**src/rtl/remote_key_if.sv**
```systemverilog
// Key-queue handshake bundle between the IR frame decoder, the key FIFO and its consumer.
// master = decoder/consumer side, slave = remote_key_fifo.
interface remote_key_if #(
    parameter int DEPTH = 4
);
    localparam int CW = $clog2(DEPTH) + 1;

    logic [7:0]    Tecla;
    logic          Ready;
    logic [7:0]    KeyOut;
    logic          KeyValid;
    logic          KeyAck;
    logic [CW-1:0] Count;
    logic          Overflow;
    logic          ClearOvf;

    modport master (
        output Tecla, Ready, KeyAck, ClearOvf,
        input  KeyOut, KeyValid, Count, Overflow
    );

    modport slave (
        input  Tecla, Ready, KeyAck, ClearOvf,
        output KeyOut, KeyValid, Count, Overflow
    );
endinterface

```
**src/rtl/remote_key_fifo.sv**
```systemverilog
// First-word-fall-through queue of decoded IR key codes, one entry per Ready rising edge.
// Optional repeat filter enabled by defining REPEAT_FILTER_EN (uses HOLDOFF).
module remote_key_fifo #(
    parameter int DEPTH   = 4,
    parameter int HOLDOFF = 1000
) (
    input  logic        Clock,
    input  logic        Reset,
    remote_key_if.slave bus
);
    localparam int AW = $clog2(DEPTH);
    localparam int CW = AW + 1;

    logic [7:0]    mem [DEPTH];
    logic [AW-1:0] wr_ptr;
    logic [AW-1:0] rd_ptr;
    logic [CW-1:0] count;
    logic          ready_q;
    logic          overflow;

    logic ev;
    logic cand;
    logic full;
    logic pop;
    logic push;
    logic drop;

    assign ev   = bus.Ready && !ready_q;
    assign full = (count == CW'(DEPTH));
    assign pop  = (count != '0) && bus.KeyAck;
    // a pop in the same cycle frees the slot, so a full queue still accepts
    assign push = cand && (!full || pop);
    assign drop = cand && full && !pop;

`ifdef REPEAT_FILTER_EN
    localparam int HW = $clog2(HOLDOFF + 1);

    logic [7:0]    last_key;
    logic [HW-1:0] hold_cnt;
    logic          repeat_hit;

    assign repeat_hit = ev && (bus.Tecla == last_key) && (hold_cnt != '0);
    assign cand       = ev && !repeat_hit;

    // Every event restarts the window, so a held key stays suppressed.
    always_ff @(posedge Clock) begin
        if (Reset) begin
            last_key <= 8'h00;
            hold_cnt <= '0;
        end else if (ev) begin
            hold_cnt <= HW'(HOLDOFF);
            if (!repeat_hit)
                last_key <= bus.Tecla;
        end else if (hold_cnt != '0) begin
            hold_cnt <= hold_cnt - HW'(1);
        end
    end
`else
    logic unused_holdoff;

    assign unused_holdoff = (HOLDOFF != 0);
    assign cand           = ev;
`endif

    always_ff @(posedge Clock) begin
        if (push)
            mem[wr_ptr] <= bus.Tecla;
    end

    always_ff @(posedge Clock) begin
        if (Reset) begin
            wr_ptr   <= '0;
            rd_ptr   <= '0;
            count    <= '0;
            ready_q  <= 1'b0;
            overflow <= 1'b0;
        end else begin
            ready_q <= bus.Ready;
            if (push)
                wr_ptr <= wr_ptr + AW'(1);
            if (pop)
                rd_ptr <= rd_ptr + AW'(1);
            if (push && !pop)
                count <= count + CW'(1);
            else if (pop && !push)
                count <= count - CW'(1);
            if (drop)
                overflow <= 1'b1;
            else if (bus.ClearOvf)
                overflow <= 1'b0;
        end
    end

    assign bus.KeyValid = (count != '0);
    assign bus.KeyOut   = (count != '0) ? mem[rd_ptr] : 8'h00;
    assign bus.Count    = count;
    assign bus.Overflow = overflow;
endmodule
```
**src/flat_wrapper.sv**
```systemverilog
// flat-port wrapper written by rule: the top's interface ports become plain ports
module remote_key_fifo_flat 
#(
    parameter int DEPTH   = 4,
    parameter int HOLDOFF = 1000
)
  (Clock, Reset, bus_Tecla, bus_Ready, bus_KeyAck, bus_ClearOvf, bus_KeyOut, bus_KeyValid, bus_Count, bus_Overflow);
  remote_key_if #(.DEPTH(DEPTH)) bus_i ();
  input  logic Clock;
  input  logic Reset;
  input wire logic [$bits(bus_i.Tecla)-1:0] bus_Tecla;
  input wire logic [$bits(bus_i.Ready)-1:0] bus_Ready;
  input wire logic [$bits(bus_i.KeyAck)-1:0] bus_KeyAck;
  input wire logic [$bits(bus_i.ClearOvf)-1:0] bus_ClearOvf;
  output wire logic [$bits(bus_i.KeyOut)-1:0] bus_KeyOut;
  output wire logic [$bits(bus_i.KeyValid)-1:0] bus_KeyValid;
  output wire logic [$bits(bus_i.Count)-1:0] bus_Count;
  output wire logic [$bits(bus_i.Overflow)-1:0] bus_Overflow;
  assign bus_i.Tecla = bus_Tecla;
  assign bus_i.Ready = bus_Ready;
  assign bus_i.KeyAck = bus_KeyAck;
  assign bus_i.ClearOvf = bus_ClearOvf;
  assign bus_KeyOut = bus_i.KeyOut;
  assign bus_KeyValid = bus_i.KeyValid;
  assign bus_Count = bus_i.Count;
  assign bus_Overflow = bus_i.Overflow;
  remote_key_fifo #(.DEPTH(DEPTH), .HOLDOFF(HOLDOFF)) u_core (.Clock(Clock), .Reset(Reset), .bus(bus_i));
endmodule
```
**config.mk**
```make
export PLATFORM = sky130hd
export DESIGN_NAME = remote_key_fifo_flat
export DESIGN_NICKNAME = d
export VERILOG_FILES = /design/src/rtl/remote_key_if.sv /design/src/rtl/remote_key_fifo.sv /design/src/flat_wrapper.sv
export SDC_FILE = /design/constraint.sdc
export NUM_CORES = 1
export LEC_CHECK = 0
export BUFFER_PORTS_ARGS = -buffer_cell sky130_fd_sc_hd__buf_2
export CORE_ASPECT_RATIO = 0.8
export CORE_MARGIN = 2
export CORE_UTILIZATION = 43
export DETAILED_ROUTE_END_ITERATION = 12
export PLACE_DENSITY_LB_ADDON = 0.2
export SYNTH_ARGS = -nofsm -noshare
export SYNTH_HDL_FRONTEND = slang
export SYNTH_SLANG_ARGS = --single-unit
```
**constraint.sdc**
```tcl
create_clock -name Clock -period 4.88 [get_ports Clock]
set_input_delay 1.464 -clock Clock [delete_from_list [all_inputs] [get_ports Clock]]
set_output_delay 1.464 -clock Clock [all_outputs]
set_load 0.005 [all_outputs]
```
==> flow_summary.toml <==
[place]
hpwl_um = 1972
place_congestion = 0.8035
portBuffers = 25

[logic_synthesis]
netlist_area_sq_um = 1772
post-synth-top-count-cell = "edfxtp_1"
netlist.area_leader.share = 0.5424
yosysSeqAreaShare = 0.6667
ys_types = 25
yosys-top-cells-count = "edfxtp_1, dfxtp_1, nor2b_1"
synthFlopType = "edfxtp_1"
syn-mean-instance-area_sq_um = 16.71
synth.area.top_cells = "edfxtp_1, dfxtp_1, mux4_2"
synthesis.nets = 125
synth_top_cell_by_area = "edfxtp_1"
yosys_warnings = 0
async_flop_share = 0
synth_edf_count = 32
synth.ff_latch_count = 43
syn_inst = 106

[drt]
antenna_left = 0
wl_per_cell_um = 15.08
wl_um = 2880
drc = 0
viasPerCell = 4.937
vias = 943
drtIter0Drc = 41
first_pass_iters = 4

[final_layout]
nNetsFinal = 154
regArea_sq_um = 1181
final_layout_size_suffix_gt1_frac = 0.3529
multi_input_area_sq_um = 555.5
n_fill_cell = 329
syn2layout_area_growth_pct = 15.04
antenna_cells = 0

[sta]
rsz0062_at_grt = "no"
setup_viol = 0
worst_pin_slew_ps = 520.7
fin_crit_sh = 0.6640
max_freq_mhz = 308.6
final.setup_skew_ps = 8.153
slew_headroom = 0.6524
fin_crit_ps = 3240
slew_viol_final = 0
final.setup.tns_ps = 0
hold_violations = 0

[worst_setup_path]
cp.depth = 3
crit_arrival_ps = 1780
critical-path-top-delay-family = "flip-flops"
crit_path_top_delay_cell = "dfxtp_1"
cp_max_fo = 8
max_stage_delay_ps = 650
path_buf_inv = 1
crit_path_start_kind = "flop"
crit_chain = "mux4_2 -> nor2b_1 -> buf_2"
crit_required_ps = 3420
worst_setup_path_end_kind = "output port"
r2r_cells = 8
path_class = "flop to output port"

[status]
outcome = "complete, no violations"

[clocking]
clk_latency_ps = 290
cts_sinks = 43
tritoncts = "done"
htree_num_levels = 2
cts_setup_buffers = 0
cts_resized = 0
clk_pin_slew_ps = 80
hold_buffers = 0
cts_buffer_depth = 2
clockRootBuffer = "clkbuf_8"
cts_made_buffers = 5

[die]
die_y_um = 61.41
core_sq_um = 3879
die_area_sq_um = 4653
initial_core_util = 0.4568
placement_rows = 20
fp.dieW_um = 75.77
ioPinCount = 26

[worst_hold_path]
min_path_cells = 2
hold_class = "flop to flop"

[global_route]
antenna_found_initial = 0
grt_pass1_wl_um = 4485
groute.usage.overall = 0.1427
grt_overflow_total = 0
grt_max_degree = 14
grt_pass1_vias = 918

[flow_run]
drv_cap = 0

[power]
leakage_nw = 0.7461
vdd_drop_max_mv = 0.2154
total_power_uw = 992.1
power_density_nw_per_um2 = 486.7
## layer usage
| metal | share of wire | GRT usage | vias to the layer above | routed length [um] |
|---|---|---|---|---|
| met1 | 0.45 | 0.1861 | 466 | 1300 |
| li1 | - | - | 443 | - |
| met3 | 0.050 | 0.03928 | 7 | 144 |
| met2 | 0.48 | 0.2241 | 27 | 1377 |
| met4 | 0.020 | 0.06767 | 0 | 58 |
| met5 | 0 | 0 | - | 0 |
## cells by family (layout without fill, tap and decap cells)
kind of cell | count (synthesis) | count (layout) | share of synthesized area
adder cells (fa/ha/maj) | 6 | 6 | 0.04661
XOR/XNOR | 3 | 3 | 0.01483
multiplexers | 11 | 11 | 0.1215
flip-flops | 43 | 43 | 0.6667
AND/OR/NAND/NOR | 29 | 29 | 0.1123
buffers and inverters | 8 | 38 | 0.01977
AO/OA/AOI/OAI | 6 | 6 | 0.01836
## stage by stage
step | hold WS, ps | std cells | cell area [sq um] | util | setup WS (ps)
after floorplan | 459.1 | 106 | 1772 | - | 1817
after global placement | 456.1 | 183 | 1953 | 0.5035 | 1617
after detailed placement | 459.4 | 183 | 1953 | 0.5035 | 1535
after CTS | 472.7 | 191 | 2038 | 0.5255 | 1567
after global routing | 517.2 | 191 | 2038 | 0.5255 | 1461
final | 468.0 | 191 | 2038 | 0.5255 | 1640
## final timing paths
path | startpoint | to | slack, ps
max reg2reg | u_core.bus.Count[0]$_SDFFE_PP0P_ | u_core.bus.Count[2]$_SDFFE_PP0P_ | 2600
max | flop | bus_KeyOut[1] | 1640
min reg2reg | u_core.bus.Overflow$_SDFFE_PP0P_ | u_core.bus.Overflow$_SDFFE_PP0P_ | 470
min | u_core.bus.Overflow$_SDFFE_PP0P_ | u_core.bus.Overflow$_SDFFE_PP0P_ | 470
## cell usage in the layout (no fill, tap or decap)
| cell | count |
|---|---|
| nor2_1 | 6 |
| nor2b_1 | 9 |
| and2_2 | 4 |
| clkinv_2 | 1 |
| a21oi_1 | 3 |
| fa_1 | 1 |
| nor4b_4 | 1 |
| edfxtp_1 | 32 |
| mux4_2 | 8 |
| or3_1 | 2 |
| mux2_4 | 1 |
| inv_1 | 4 |
| nand2_1 | 1 |
| clkbuf_8 | 5 |
| xor2_1 | 3 |
| clkinvlp_4 | 1 |
| dfxtp_1 | 11 |
| nor3b_4 | 1 |
| o31ai_1 | 1 |
| buf_4 | 1 |
| ha_1 | 5 |
| nand2b_1 | 3 |
| mux2i_1 | 2 |
| nand3b_1 | 1 |
| nor3_1 | 1 |
| buf_2 | 25 |
| clkbuf_1 | 1 |
| o21ai_0 | 2 |
## state kept, by name, summed over array words and instances, names as in the netlist, named ones only
| name | flops |
|---|---|
| u_core.wr_ptr | 2 |
| u_core.rd_ptr | 2 |
| u_core.mem | 32 |
| u_core.ready_q | 1 |
| u_core.bus.Overflow | 1 |
| u_core.bus.Count | 3 |
## layout make-up
cell class | instances | share of cell area
Tap cell | 55 | 0.03376
Inverter | 4 | 0.007366
Sequential cell | 43 | 0.5795
Clock buffer | 6 | 0.03560
Timing Repair Buffer | 26 | 0.06507
Clock inverter | 2 | 0.006139
Multi-Input combinational cell | 55 | 0.2726
## worst reg2reg max path, stage by stage, from the launching register on
cell	delay (ps)
dfxtp_1	510
nor4b_4	110
nor3b_4	320
ha_1	250
inv_1	60
fa_1	370
xor2_1	150
or3_1	300
a21oi_1	140
## power breakdown
| part | internal, mW | switching, mW |
|---|---|---|
| clock network | 0.100 | 0.118 |
| registers | 0.434 | 0.0519 |
| logic | 0.160 | 0.128 |
No activity file was read; power rests on OpenSTA's default activity.
